### config.mk
export PLATFORM = sky130hd
export DESIGN_NAME = viterbi_step_ctrl
export DESIGN_NICKNAME = d
export VERILOG_FILES = /design/src/rtl/viterbi_step_ctrl.sv
export SDC_FILE = /design/constraint.sdc
export NUM_CORES = 1
export LEC_CHECK = 0
export BUFFER_PORTS_ARGS = -buffer_cell sky130_fd_sc_hd__buf_2
export CORE_ASPECT_RATIO = 1.2
export CORE_MARGIN = 1
export CORE_UTILIZATION = 58
export DETAILED_ROUTE_END_ITERATION = 10
export PLACE_DENSITY = 0.9
export SYNTH_ARGS = -nofsm -noshare
export SYNTH_HDL_FRONTEND = slang
export SYNTH_SLANG_ARGS = --single-unit
### constraint.sdc
create_clock -name clk -period 7.33 [get_ports clk]
set_input_delay 1.0995 -clock clk [delete_from_list [all_inputs] [get_ports clk]]
set_output_delay 1.0995 -clock clk [all_outputs]
set_load 0.01 [all_outputs]
### src/rtl/viterbi_step_ctrl.sv
// rtl/viterbi_step_ctrl.sv - source/destination sweep sequencer for the Viterbi previous-probability bank
module viterbi_step_ctrl #(
  parameter int word_num     = 16,
  parameter int word_num_bit = 4,
  parameter int p_size       = 32,
  parameter int POS_num      = 11,
  parameter int POS_num_bit  = 4
) (
  input  logic                    clk,
  input  logic                    reset,
  input  logic                    start,
  input  logic [word_num_bit:0]   num_words,
  input  logic [p_size-1:0]       P_out,
  input  logic [p_size-1:0]       trans_score,
  input  logic [p_size-1:0]       emit_score,
  output logic [POS_num_bit-1:0]  chose_index,
  output logic [POS_num_bit-1:0]  dst_index,
  output logic [word_num_bit-1:0] word_index,
  output logic                    best_valid,
  output logic [p_size-1:0]       best_score,
  output logic [POS_num_bit-1:0]  best_ptr,
  output logic                    RW_Pre_Posibility,
  output logic                    busy,
  output logic                    done
);

  typedef enum logic [2:0] {IDLE, SWEEP, EMIT, COMMIT, DONE} state_t;

  localparam logic [POS_num_bit-1:0] POS_LAST  = POS_num_bit'(POS_num - 1);
  localparam logic [word_num_bit:0]  WORDS_MAX = (word_num_bit + 1)'(word_num);

  state_t                   state, state_nxt;
  logic [word_num_bit:0]    num_words_q;
  logic [p_size-1:0]        acc;
  logic [POS_num_bit-1:0]   acc_ptr;
  logic [p_size-1:0]        best_score_q;
  logic [POS_num_bit-1:0]   best_ptr_q;
  logic [p_size-1:0]        cand;
  logic [p_size-1:0]        emit_sum;
  logic [p_size-1:0]        live_score;
  logic [POS_num_bit-1:0]   live_ptr;
  logic                     last_word;

  function automatic logic [p_size-1:0] sat_add(input logic [p_size-1:0] a,
                                                input logic [p_size-1:0] b);
    logic [p_size:0] s;
    s = {1'b0, a} + {1'b0, b};
    return s[p_size] ? {p_size{1'b1}} : s[p_size-1:0];
  endfunction

  assign cand      = sat_add(P_out, trans_score);
  assign emit_sum  = sat_add(acc, emit_score);
  assign last_word = ({1'b0, word_index} == num_words_q - (word_num_bit + 1)'(1));

  // Word 0 is the initial column: emission only, no predecessor.
  always_comb begin
    live_score = emit_sum;
    live_ptr   = acc_ptr;
    if (word_index == '0) begin
      live_score = emit_score;
      live_ptr   = '0;
    end
  end

  // The survivor is live during the EMIT cycle and held afterwards.
  assign best_score = best_valid ? live_score : best_score_q;
  assign best_ptr   = best_valid ? live_ptr   : best_ptr_q;

  always_comb begin
    state_nxt = state;
    case (state)
      IDLE:    if (start) state_nxt = (num_words == '0) ? DONE : EMIT;
      SWEEP:   if (chose_index == POS_LAST) state_nxt = EMIT;
      EMIT: begin
        if (dst_index == POS_LAST)   state_nxt = COMMIT;
        else if (word_index == '0)   state_nxt = EMIT;
        else                         state_nxt = SWEEP;
      end
      COMMIT:  state_nxt = last_word ? DONE : SWEEP;
      DONE:    state_nxt = IDLE;
      default: state_nxt = IDLE;
    endcase
  end

  always_ff @(posedge clk) begin
    if (reset) begin
      state             <= IDLE;
      num_words_q       <= '0;
      word_index        <= '0;
      dst_index         <= '0;
      chose_index       <= '0;
      acc               <= '0;
      acc_ptr           <= '0;
      best_score_q      <= '0;
      best_ptr_q        <= '0;
      best_valid        <= 1'b0;
      RW_Pre_Posibility <= 1'b0;
      done              <= 1'b0;
      busy              <= 1'b0;
    end else begin
      state             <= state_nxt;
      best_valid        <= (state_nxt == EMIT);
      RW_Pre_Posibility <= (state_nxt == COMMIT);
      done              <= (state_nxt == DONE);
      busy              <= (state_nxt != IDLE);
      case (state)
        IDLE: begin
          if (start) begin
            num_words_q <= (num_words > WORDS_MAX) ? WORDS_MAX : num_words;
            word_index  <= '0;
            dst_index   <= '0;
            chose_index <= '0;
          end
        end
        SWEEP: begin
          if (chose_index == '0 || cand > acc) begin
            acc     <= cand;
            acc_ptr <= chose_index;
          end
          chose_index <= (chose_index == POS_LAST) ? '0 : chose_index + POS_num_bit'(1);
        end
        EMIT: begin
          best_score_q <= live_score;
          best_ptr_q   <= live_ptr;
          if (dst_index != POS_LAST) dst_index <= dst_index + POS_num_bit'(1);
        end
        COMMIT: begin
          dst_index <= '0;
          if (!last_word) word_index <= word_index + word_num_bit'(1);
        end
        default: ;
      endcase
    end
  end

endmodule

# After elaboration in Yosys (flattened, before gate mapping)
# Index checks and enable logic that the tools add are counted.
[totals]
output_inout_bits = 52
ff_bits = 96
word_cells = 69
[op_classes]
n_reduce_logical = 14
add_sub_neg = 6
n_mux = 21
n_lt_le_gt_ge = 2
eq_ne = 13
[op_table]
columns = ["operator", "count"]
rows = [
  ["$mux 32", 4],
  ["$add 32x32->33", 2],
  ["$gt 32x32->1", 1],
  ["$mux 4", 6],
  ["$pmux 4 s2", 2],
  ["$add 4x1->4 const B", 3],
  ["$eq 3x2->1 const B", 4],
  ["$mux 3", 4],
  ["$pmux 3 s4", 1],
  ["$pmux 4 s3", 1],
  ["$eq 4x4->1 const B", 2],
  ["$logic_not 4->1", 2],
  ["$ne 2x2->1 const B", 3],
  ["$reduce_and 2->1", 3],
  ["$reduce_and 3->1", 2],
  ["$reduce_bool 3->1", 2],
  ["$eq 4x5->1", 1],
  ["$gt 5x5->1 const B", 1],
  ["$logic_not 5->1", 1],
  ["$mux 5", 1],
  ["$sub 5x1->5 const B", 1],
  ["$mux 2", 2],
  ["$ne 4x4->1 const B", 1],
  ["$reduce_bool 2->1", 2],
  ["4 further kinds", 4],
]

# Logic depth before layout (Yosys ltp)
# Gate-level depths: netlist (run 1).
[logic_depth]
ltp_word = 5
depth_mapped = 22
depth_no_buf = 21

# Worst setup path after synthesis (run 1)
# Ideal clock, no wire load.
[synth_path]
kind = "input-to-reg"
startpoint = "input port P_out[0]"
endpoint = "register acc[24]"
n_path_buf = 3
setup_ps = 115
path_stages = 22
t_arrival_ps = 5366
slack_ps = 1849
path_cell_list = "ha_1 fa_1 a211oi_1 o21ai_1 a31oi_1 o2111a_1 o21ai_1 a31oi_4 buf_2 buf_2 nand2_1 ha_1 a21o_1 a21o_1 a211oi_1 o211ai_1 a21oi_1 nor2_1 inv_1 clkbuf_1 a21oi_1 o21a_1"
[synth_via]
elab_chain_len = 5
[synth_rtl]
columns = ["item", "line", "rtl"]
rows = [
  ["start, declared", "13", "input logic [p_size-1:0] P_out,"],
  ["$add 32x32->33", "47", "s = {1'b0, a} + {1'b0, b};"],
  ["$mux 32", "48", "return s[p_size] ? {p_size{1'b1}} : s[p_size-1:0];"],
  ["via cand[29]", "38", "logic [p_size-1:0] cand;"],
  ["$gt 32x32->1", "116", "if (chose_index == '0 || cand > acc) begin"],
  ["$logic_or 1x1->1", "116", ""],
  ["$reduce_and 2->1 (no source line)", "-", ""],
  ["end signal, assigned", "117", "acc <= cand;"],
  ["end, declared", "34", "logic [p_size-1:0] acc;"],
]
# The timed path passes the listed nets, and every way through them passes these cells.
# A chain may end at the register's enable or synchronous reset.

# Final worst setup path (run 1)
[layout_path]
startpoint = "input port P_out[0]"
endpoint = "register acc[14]"
# The elaborated chain is that of the path after synthesis.

==> impl_metrics.py, run 1 <==
metrics = {
    "setup_path": {
        "path_max_fanout": 26,
        "setup.worst_path.start_class": "input pin",
        "worst-path-buf-inv": 5,
        "cp_slowest_cell": "a31oi_4",
        "reg2reg_from": "acc[0]$_SDFFE_PP0P_",
        "critical_path_required_ns": 7.61,
        "cpLargestDelayFamily": "compound AO/OA/AOI/OAI gates",
        "crit_end": "acc[14]$_SDFFE_PP0P_",
        "r2r_cells": 13,
        "crit_cells": 23,
        "path_class": "input pin to flip-flop",
        "timing.rr.end": "best_score_q[3]$_SDFFE_PP0P_",
        "crit_path_end_kind": "flip-flop",
        "crit_chain": "buf_2 -> ha_1 -> fa_1 -> a211oi_1 -> o21ai_1 -> a31oi_1 -> o2111a_1 -> o21ai_1 -> a31oi_4 -> buf_4 -> nand2_1 -> ha_1 -> a21o_1 -> a21o_1 -> a211oi_1 -> o211ai_1 -> a21oi_1 -> buf_4 -> nor2_1 -> inv_1 -> buf_4 -> nand2_1 -> a21oi_1",
        "cp-startpoint": "P_out[0]",
        "crit_top_cell": "buf_4",
        "rrSetupSlack_ns": 3.59,
        "arrival_ns": 6.42,
        "slowest_delay_ns": 0.60,
    },
    "grt": {
        "antenna_found_initial": 0,
        "grtUsageTotal_pct": 29.7,
        "grt_pass1_vias": 8571,
        "gr-total-overflow": 0,
        "grt_pass1_wl_microns": 39100,
        "grt_max_degree": 58,
    },
    "clock_tree": {
        "worst_skew_pair.late_latency_ns": 0.36,
        "post_cts_buffers": 0,
        "clock-sinks": 96,
        "clockBufferDepth": 2,
        "cts_max_level": 3,
        "cts_tree": "done",
        "post_cts_resized": 0,
        "root_buffer": "clkbuf_16",
        "hold_buffers": 0,
        "path_clk_slew_ns": 0.07,
        "cts_buffers": 9,
    },
    "flow_run": {
        "drv_cap": 0,
    },
    "sta": {
        "hold_viol_final": 0,
        "min_period_ns": 6.14,
        "rsz0062_at_grt": "no",
        "worst_hold_slack_ns": 0.458,
        "slew_headroom_pct": 42.2,
        "setup_slack_ns": 1.19,
        "setup_tns_ns": 0,
        "fin_skew_ns": 0.00902,
        "fmaxAchievable_mhz": 163,
        "worst_pin_slew_ns": 0.845,
        "slew_viol_final": 0,
        "fin_crit_sh_pct": 83.8,
        "setup_viol": 0,
    },
    "drt": {
        "top_layer": "met4",
        "ant_nets": 0,
        "finalWirelength_microns": 23800,
        "met1_length_microns": 10500,
        "wl_met3_microns": 1350,
        "dr.pass1.iters": 5,
        "drtIter0Drc": 822,
        "wl_per_cell_microns": 15.6,
        "viasPerCell": 6.14,
        "wl_met2_microns": 11300,
        "vias": 9373,
        "post-route-drc-count": 0,
    },
    "final_layout": {
        "syn_to_final_growth_pct": 13.0,
        "nets": 1527,
        "num_antenna_cells": 0,
        "drive_above_1_share_pct": 16.0,
        "stdcell_count": 1526,
        "design_area_sq_um": 10200,
        "final_util_pct": 67.4,
    },
    "placement": {
        "pre_cts_slack_ns": 0.904,
        "place_area_sq_um": 9850,
        "portBuffers": 155,
        "placed_cells": 1510,
        "place.gp.congestion": 0.922,
        "hpwl_microns": 18500,
    },
    "synth": {
        "synth_area_sq_um": 8990,
        "yosys-top-cells-count": "a21oi_1 (121), nand2_1 (112), ha_1 (104), o21ai_0 (104), dfxtp_1 (96)",
        "yosys.area.top_type": "dfxtp_1",
        "synth_edf_count": 0,
        "ys_warn_count": 0,
        "async_reset_ff_share_pct": 0,
        "seq_area_frac_synth_pct": 21.4,
        "yosysMostFrequentCell": "a21oi_1",
        "synth-seq-cells": 96,
        "netlist_instances": 1204,
        "ys_top_cells_by_area": "dfxtp_1 (21%), ha_1 (14%), a21oi_1 (6.7%), o21ai_0 (5.8%), nand2_1 (4.7%)",
        "synth_cell_type_count": 76,
        "syn-num-nets": 1414,
        "synth_flop_cell": "dfxtp_1",
        "syn_avg_cell_area_sq_um": 7.47,
        "yosys.area.top_type_share_pct": 21.4,
    },
    "die": {
        "start_util_pct": 59.6,
        "coreArea_sq_um": 15100,
        "ios": 156,
        "die_x_microns": 116,
        "num_rows": 49,
        "fp.dieArea_sq_um": 16000,
        "die_h_microns": 138,
    },
    "power_and_ir_drop": {
        "ir_worst_vdd_mv": 0.118,
        "p_leak_nw": 4.33,
        "p_per_area_nw_per_um2": 151,
        "total_power_mw": 1.53,
    },
    "min_path": {
        "hold_path_class": "flip-flop to flip-flop",
    },
    "status": {
        "outcome": "complete, no violations",
    },
}
power breakdown:
part           total [mW]  switching (mW)  internal [mW]
clock               0.498           0.226          0.272
sequential          0.549          0.0118          0.537
combinational       0.488           0.288          0.200
registers in the layout, indices dropped and copies added, names as in the netlist:
name	cells
best_ptr_q	4
best_valid	1
RW_Pre_Posibility	1
acc_ptr	4
state	3
acc	32
num_words_q	5
busy	1
dst_index	4
done	1
best_score_q	32
word_index	4
chose_index	4
cell type report:
class | instances | area (sq um)
Timing Repair Buffer | 166 | 858
Tap cell | 204 | 255
Inverter | 93 | 349
Multi-Input combinational cell | 951 | 6460
Clock buffer | 9 | 225
Fill cell | 1291 | 4920
Clock inverter | 7 | 86.3
Sequential cell | 96 | 1920
how the worst min path moves through the flow:
stage	from	endpoint	slack [ns]	depth (start not counted)
3_3_place_gp	best_score_q[26]$_SDFFE_PP0P_	best_score_q[26]$_SDFFE_PP0P_	0.44	2
3_5_place_dp	best_score_q[16]$_SDFFE_PP0P_	best_score_q[16]$_SDFFE_PP0P_	0.45	2
4_1_cts	best_score_q[16]$_SDFFE_PP0P_	best_score_q[16]$_SDFFE_PP0P_	0.46	2
6_report	best_score_q[16]$_SDFFE_PP0P_	best_score_q[16]$_SDFFE_PP0P_	0.46	2
2_1_floorplan	best_score_q[14]$_SDFFE_PP0P_	best_score_q[14]$_SDFFE_PP0P_	0.43	2
5_1_grt	best_ptr_q[0]$_SDFFE_PP0P_	best_ptr_q[0]$_SDFFE_PP0P_	0.48	2
worst min-delay path: cells and delay by family, from the launching register on:
kind            cells  cell delay (ns)
flops               1             0.31
simple gates        1             0.05
compound gates      1             0.05
cells in the final DEF (no fill, tap or decap), drive strengths merged, types with 10 or more instances in the layout:
cell type	Yosys	layout
buf	10	166
ha	104	104
a31oi	13	13
inv	93	96
a211oi	14	14
nand3	21	21
nor2	93	93
o21bai	10	10
and3	10	10
o31ai	16	16
and2	10	10
nand2	112	112
a21o	33	33
a21oi	122	122
nand4	22	22
xnor2	32	32
nor3	28	28
o21ai	108	108
dfxtp	96	96
o221ai	40	40
xor2	28	28
metal layers:
layer	vias up	track usage [%]
met1	4346	39.0
li1	4659	-
met2	319	50.1
met5	-	0
met3	49	3.07
met4	0	10.3
cell families (layout without fill, tap and decap cells):
logic type | Yosys count | after routing | share of synthesized area [%]
adders and majority gates | 106 | 106 | 14.9
muxes | 9 | 9 | 1.03
DFF | 96 | 96 | 21.4
xor gates and xnor gates | 60 | 60 | 5.84
buffers and inverters | 157 | 275 | 6.86
and+or+nand+nor | 344 | 344 | 18.0
AOI/OAI and AO/OA | 432 | 432 | 32.0
No activity file was read; power rests on OpenSTA's default activity.
==> inputs of run 2 (changes only) <==
ABC_AREA = 1   (was default)
CORE_UTILIZATION = 59   (was 58)
PLACE_DENSITY = 0.91   (was 0.9)
clock period = 6 ns   (was 7.33 ns; I/O delays follow)
==> run 2 against run 1 <==
  * Via count rose by 21%
  * Clock skew is 0.0011 ns lower
  * Largest cell class unchanged
  * Clock power is 17% higher
  * Register-to-register slack got worse by 0.42 ns
  * Global-route usage is 1.7 points higher
  * Sequential power is 23% higher
  * Utilization up 0.49 points
==> impl_metrics.py, run 2 <==
metrics = {
    "sta": {
        "fin_crit_sh_pct": 75.7,
        "setup_tns_ns": 0,
        "slew_headroom_pct": 29.6,
        "fin_skew_ns": 0.00788,
        "min_period_ns": 4.54,
        "slew_viol_final": 0,
        "worst_pin_slew_ns": 1.06,
        "fmaxAchievable_mhz": 220,
        "hold_viol_final": 0,
        "setup_viol": 0,
        "rsz0062_at_grt": "no",
    },
    "die": {
        "start_util_pct": 60.8,
        "fp.dieArea_sq_um": 17400,
        "ios": 156,
        "num_rows": 51,
        "die_x_microns": 121,
        "die_h_microns": 144,
        "coreArea_sq_um": 16400,
    },
    "clock_tree": {
        "root_buffer": "clkbuf_16",
        "clockBufferDepth": 2,
        "post_cts_buffers": 0,
        "clock-sinks": 96,
        "path_clk_slew_ns": 0.07,
        "cts_max_level": 3,
        "cts_tree": "done",
        "worst_skew_pair.late_latency_ns": 0.36,
        "post_cts_resized": 0,
        "hold_buffers": 0,
        "cts_buffers": 9,
    },
    "drt": {
        "dr.pass1.iters": 5,
        "post-route-drc-count": 0,
        "finalWirelength_microns": 27300,
        "viasPerCell": 5.51,
        "vias": 11300,
        "wl_per_cell_microns": 13.3,
        "drtIter0Drc": 779,
        "ant_nets": 0,
    },
    "setup_path": {
        "setup.worst_path.start_class": "input pin",
        "worst-path-buf-inv": 4,
        "path_max_fanout": 32,
        "path_class": "input pin to primary output",
        "crit_path_end_kind": "primary output",
        "critical_path_required_ns": 5.10,
        "cp_slowest_cell": "fa_1",
        "slowest_delay_ns": 0.40,
        "cpLargestDelayFamily": "simple AND/OR/NAND/NOR gates",
        "crit_chain": "buf_2 -> ha_1 -> inv_1 -> fa_1 -> inv_1 -> nand3_1 -> nand2_1 -> nand2_1 -> nand2_2 -> nand3_1 -> nand2_2 -> nand2_2 -> nand2_2 -> nand2_2 -> nand2_1 -> o21ai_0 -> o21ai_0 -> buf_2",
        "arrival_ns": 3.64,
        "crit_top_cell": "nand2_2",
    },
    "final_layout": {
        "stdcell_count": 2052,
        "layout_commonest_cell": "nand2_1",
        "top_regs": "acc x32, best_score_q x32, num_words_q x5",
        "seq_area_sq_um": 1920,
        "syn_to_final_growth_pct": 11.6,
        "mostFrequentLayoutCells": "nand2_1 (501), inv_1 (242), nor2_1 (161), buf_2 (155), a21oi_1 (149)",
        "multi_input_area_sq_um": 6910,
        "nets": 2044,
        "drive_above_1_share_pct": 12.6,
        "fillers": 1473,
    },
    "power_and_ir_drop": {
        "p_leak_nw": 5.84,
        "p_per_area_nw_per_um2": 171,
        "ir_worst_vdd_mv": 0.143,
    },
    "synth": {
        "ys_top_cells_by_area": "dfxtp_1 (19%), nand2_1 (19%), ha_1 (13%), inv_1 (9.1%), a21oi_1 (7.5%)",
        "synthSimpleGateAreaFrac_pct": 37.4,
        "synth-xor-area-share_pct": 2.99,
        "synth_fa_ha_area_share_pct": 13.4,
        "syn_avg_cell_area_sq_um": 5.83,
        "synth_edf_count": 0,
        "ys_warn_count": 0,
        "yosys.area.top_type_share_pct": 19.3,
        "yosys-top-cells-count": "nand2_1 (501), inv_1 (243), nor2_1 (161)",
        "synth_compound_area_share_pct": 15.3,
        "synth-seq-cells": 96,
        "yosys.area.top_type": "dfxtp_1",
        "seq_area_frac_synth_pct": 19.3,
        "synth_top_family_by_area": "simple AND/OR/NAND/NOR gates",
        "synth_flop_cell": "dfxtp_1",
        "netlist_instances": 1710,
        "synth_area_sq_um": 9970,
        "synth_cell_type_count": 41,
        "yosysMostFrequentCell": "nand2_1",
        "async_reset_ff_share_pct": 0,
        "synthMuxAreaShare_pct": 0,
        "syn-num-nets": 1920,
    },
    "grt": {
        "grt_pass1_vias": 10200,
        "grtUsageTotal_pct": 31.4,
        "antenna_found_initial": 1,
        "gr-total-overflow": 0,
        "grt_pass1_wl_microns": 44600,
        "grt_max_degree": 76,
    },
    "placement": {
        "placed_cells": 2035,
        "hpwl_microns": 21900,
        "place.gp.congestion": 1.06,
        "portBuffers": 155,
    },
    "flow_run": {
        "drv_cap": 0,
    },
    "min_path": {
        "hold_path_class": "flip-flop to flip-flop",
    },
    "status": {
        "outcome": "complete, no violations",
    },
}
run 2: cell types whose count changed after synthesis, sizes merged, moves of 27 or more:
cell,delta
nand2,+401
inv,+151
nand3,+108
nor2,+88
o221ai,-40
a21o,-30
clkbuf,-28
a21oi,+27
run 2: cell families (layout without fill, tap and decap cells):
group / count (synthesis) / in the layout
AND/OR/NAND/NOR: 888 / 888
AO/OA/AOI/OAI: 294 / 294
buffers and inverters: 292 / 421
adder cells (fa/ha/maj): 106 / 106
flip-flops: 96 / 96
XOR/XNOR: 34 / 34
other: 0 / 1
run 2: final timing paths:
kind	start	end	slack (ns)	depth (start not counted)
max	emit_score[0]	best_score[12]	1.46	18
min reg2reg	acc_ptr[0]$_SDFFE_PP0P_	acc_ptr[0]$_SDFFE_PP0P_	0.50	2
min	acc_ptr[0]$_SDFFE_PP0P_	acc_ptr[0]$_SDFFE_PP0P_	0.50	2
max reg2reg	acc[0]$_SDFFE_PP0P_	best_score_q[14]$_SDFFE_PP0P_	3.17	16
run 2: power breakdown:
group | total, mW | internal [mW] | switching (mW) | leakage, nW
logic | 0.645 | 0.240 | 0.405 | 4.91
registers | 0.678 | 0.665 | 0.0131 | 0.782
clock network | 0.582 | 0.295 | 0.286 | 0.147
total | 1.90 | 1.20 | 0.704 | 5.84
run 2: metrics by stage:
stage | utilization [%] | hold WS [ns] | power, mW | worst slack, ns | area (sq um)
6_report | 67.9 | 0.495 | 1.90 | 1.46 | 11100
5_1_grt | 67.8 | 0.511 | 2.02 | 1.10 | 11100
4_1_cts | 67.8 | 0.495 | 1.90 | 1.50 | 11100
3_5_place_dp | 66.0 | 0.477 | 1.33 | 1.16 | 10800
3_3_place_gp | 66.0 | 0.466 | 1.31 | 1.35 | 10800
2_1_floorplan | - | 0.452 | 1.15 | 2.06 | 9970
run 2: worst min-delay path: stages, from the launching register on:
cell and delay [ns]:
dfxtp_1 0.33, a21oi_1 0.04, nor2_1 0.09
run 2: cell type report:
type / count / share of cell area (%)
Antenna cell: 1 / 0.0225
Clock buffer: 9 / 2.02
Clock inverter: 7 / 0.663
Inverter: 245 / 8.26
Multi-Input combinational cell: 1322 / 62.1
Sequential cell: 96 / 17.3
Tap cell: 212 / 2.38
Timing Repair Buffer: 160 / 7.31
run 2: metal layers:
metal | wire length [microns] | global-route usage (%)
met1 | 11200 | 35.0
met2 | 13100 | 57.4
met3 | 1640 | 4.38
met4 | 1320 | 17.5
met5 | 0 | 0
==> inputs of run 3 (changes only) <==
clock period = 4.3 ns   (was 6 ns; I/O delays follow)
==> run 3 against run 2 <==
  * Register-to-register slack lost 1.5 ns
  * Non-clock buffer count grew 4
  * Cell count grew 0.19%
  * Via count shrank 0.58%
  * Power grew 43%
  * Cell area grew 0.65%
  * Critical endpoint is now acc_ptr[2]$_SDFFE_PP0P_
  * Die area is the same
  * Sequential share of layout area shrank 0.11 points
  * Flip-flop and latch count is the same
  * Routed wire length grew 0.84%
  * Utilization grew 0.44 points
==> impl_metrics.py, run 3 (same netlist as run 2, synthesis figures left out) <==
metrics = {
    "clock_tree": {
        "path_clk_slew_ns": 0.07,
        "clockBufferDepth": 2,
        "cts_max_level": 3,
        "cts_buffers": 9,
        "cts_tree": "done",
        "clock-sinks": 96,
        "root_buffer": "clkbuf_16",
        "worst_skew_pair.late_latency_ns": 0.36,
    },
    "grt": {
        "gr-total-overflow": 0,
        "antenna_found_initial": 1,
        "grtUsageTotal_pct": 32.0,
        "grt_pass1_wl_microns": 45600,
        "grt_max_degree": 76,
        "grt_pass1_vias": 10300,
    },
    "setup_path": {
        "crit_end": "acc_ptr[2]$_SDFFE_PP0P_",
        "cp-startpoint": "P_out[0]",
        "slowest_delay_ns": 0.42,
        "crit_path_end_kind": "flip-flop",
        "crit_cells": 26,
        "timing.rr.end": "best_score_q[7]$_SDFFE_PP0P_",
        "rrSetupSlack_ns": 1.68,
        "critical_path_required_ns": 4.55,
        "cpLargestDelayFamily": "simple AND/OR/NAND/NOR gates",
        "r2r_cells": 16,
        "reg2reg_from": "acc[0]$_SDFFE_PP0P_",
        "path_class": "input pin to flip-flop",
        "crit_top_cell": "nand2_1",
        "setup.worst_path.start_class": "input pin",
        "worst-path-buf-inv": 3,
        "arrival_ns": 4.17,
        "path_max_fanout": 44,
        "cp_slowest_cell": "fa_1",
    },
    "sta": {
        "min_period_ns": 3.91,
        "slew_viol_final": 0,
        "worst_pin_slew_ns": 1.06,
        "fin_skew_ns": 0.0123,
        "hold_viol_final": 0,
        "setup_slack_ns": 0.388,
        "setup_tns_ns": 0,
        "fmaxAchievable_mhz": 256,
        "slew_headroom_pct": 29.0,
        "fin_crit_sh_pct": 91.0,
        "setup_viol": 0,
        "rsz0062_at_grt": "no",
    },
    "power_and_ir_drop": {
        "p_seq_share_pct": 34.7,
        "clockPowerShare_pct": 32.3,
        "p_leak_nw": 5.87,
        "switching_share_pct": 36.0,
        "switching_power_mw": 0.982,
        "p_int_mw": 1.75,
        "p_per_area_nw_per_um2": 244,
        "ir_worst_vdd_mv": 0.182,
        "total_power_mw": 2.73,
        "pwr-share-comb_pct": 33.0,
    },
    "min_path": {
        "hold_depth": 2,
        "hold_start": "acc_ptr[1]$_SDFFE_PP0P_",
        "hold_path_class": "flip-flop to flip-flop",
    },
    "die": {
        "num_rows": 51,
        "die_h_microns": 144,
        "coreArea_sq_um": 16400,
        "die_x_microns": 121,
        "fp.dieArea_sq_um": 17400,
        "start_util_pct": 60.8,
        "ios": 156,
    },
    "final_layout": {
        "seq_area_sq_um": 1920,
        "fillers": 1502,
        "mostFrequentLayoutCells": "nand2_1 (501), inv_1 (242), nor2_1 (161), buf_2 (155), a21oi_1 (149)",
        "nets": 2048,
        "syn_to_final_growth_pct": 12.3,
        "top_regs": "acc x32, best_score_q x32, num_words_q x5",
        "drive_above_1_share_pct": 12.8,
        "layout_commonest_cell": "nand2_1",
        "multi_input_area_sq_um": 6910,
    },
    "status": {
        "outcome": "complete, no violations",
    },
    "drt": {
        "ant_nets": 0,
        "post-route-drc-count": 0,
        "finalWirelength_microns": 27500,
        "drtIter0Drc": 885,
        "dr.pass1.iters": 6,
        "viasPerCell": 5.47,
        "vias": 11200,
        "wl_per_cell_microns": 13.4,
    },
    "placement": {
        "place.gp.congestion": 0.971,
        "pre_cts_slack_ns": 0.0191,
        "hpwl_microns": 22000,
        "portBuffers": 155,
    },
    "flow_run": {
        "drv_cap": 0,
    },
}
## run 3: cell count changes in the layout (fill, tap and decap cells not counted), sizes merged
cell	previous run	this run
clkbuf	9	10
inv	249	248
bufinv	0	1
buf	160	164
clkinv	3	1
clkinvlp	0	1
## run 3: how the worst min path moves through the flow
| stage | slack (ns) | end |
|---|---|---|
| after detailed placement | 0.47 | acc_ptr[1]$_SDFFE_PP0P_ |
| after CTS | 0.49 | acc_ptr[1]$_SDFFE_PP0P_ |
| after floorplan | 0.45 | acc_ptr[0]$_SDFFE_PP0P_ |
| final | 0.49 | acc_ptr[1]$_SDFFE_PP0P_ |
| after global routing | 0.52 | best_ptr_q[1]$_SDFFE_PP0P_ |
| after global placement | 0.46 | acc_ptr[2]$_SDFFE_PP0P_ |
## run 3: timing repair
| action | CTS | global route |
|---|---|---|
| hold buffers | 0 | 0 |
| resized for setup | 0 | 1 |
| buffers inserted | 0 | 0 |
| setup endpoints to repair | 0 | 1 |
## run 3: stage by stage
stage                     hold slack (ns)  std cells  util (%)  instance area (sq um)
final                               0.487       2056      68.3                  11200
after global routing                0.521       2055      68.3                  11200
after CTS                           0.488       2055      68.3                  11200
after detailed placement            0.469       2039      66.3                  10900
after global placement              0.464       2039      66.3                  10900
after floorplan                     0.452       1710         -                   9970
## run 3: final cells by class
cell class / instances / area share, %
clock inverter: 6 / 0.760
timing repair buffer: 164 / 7.64
inverter: 245 / 8.21
tap: 212 / 2.37
antenna: 1 / 0.0223
multi-input combinational: 1322 / 61.7
clock buffer: 10 / 2.13
sequential: 96 / 17.2
## run 3: routing by layer
metal | GRT usage (%) | up-vias | part of all wire, %
met5 | 0 | - | 0
met4 | 15.2 | 0 | 3.9
met2 | 59.0 | 379 | 49
li1 | - | 5773 | -
met1 | 36.9 | 4999 | 42
met3 | 3.35 | 87 | 5.0
## run 3: power groups by stage
| stage | sequential, mW | clock [mW] | combinational [mW] |
|---|---|---|---|
| 6_report | 0.946 | 0.882 | 0.902 |
| 3_5_place_dp | 0.966 | 0 | 0.890 |
| 2_1_floorplan | 0.963 | 0 | 0.646 |
| 3_3_place_gp | 0.964 | 0 | 0.867 |
| 5_1_grt | 0.950 | 0.913 | 1.03 |
| 4_1_cts | 0.946 | 0.876 | 0.895 |
## run 3: worst min-delay path, stage by stage, from the launching register on
cell	delay [ns]
dfxtp_1	0.33
a21oi_1	0.04
nor2_1	0.08
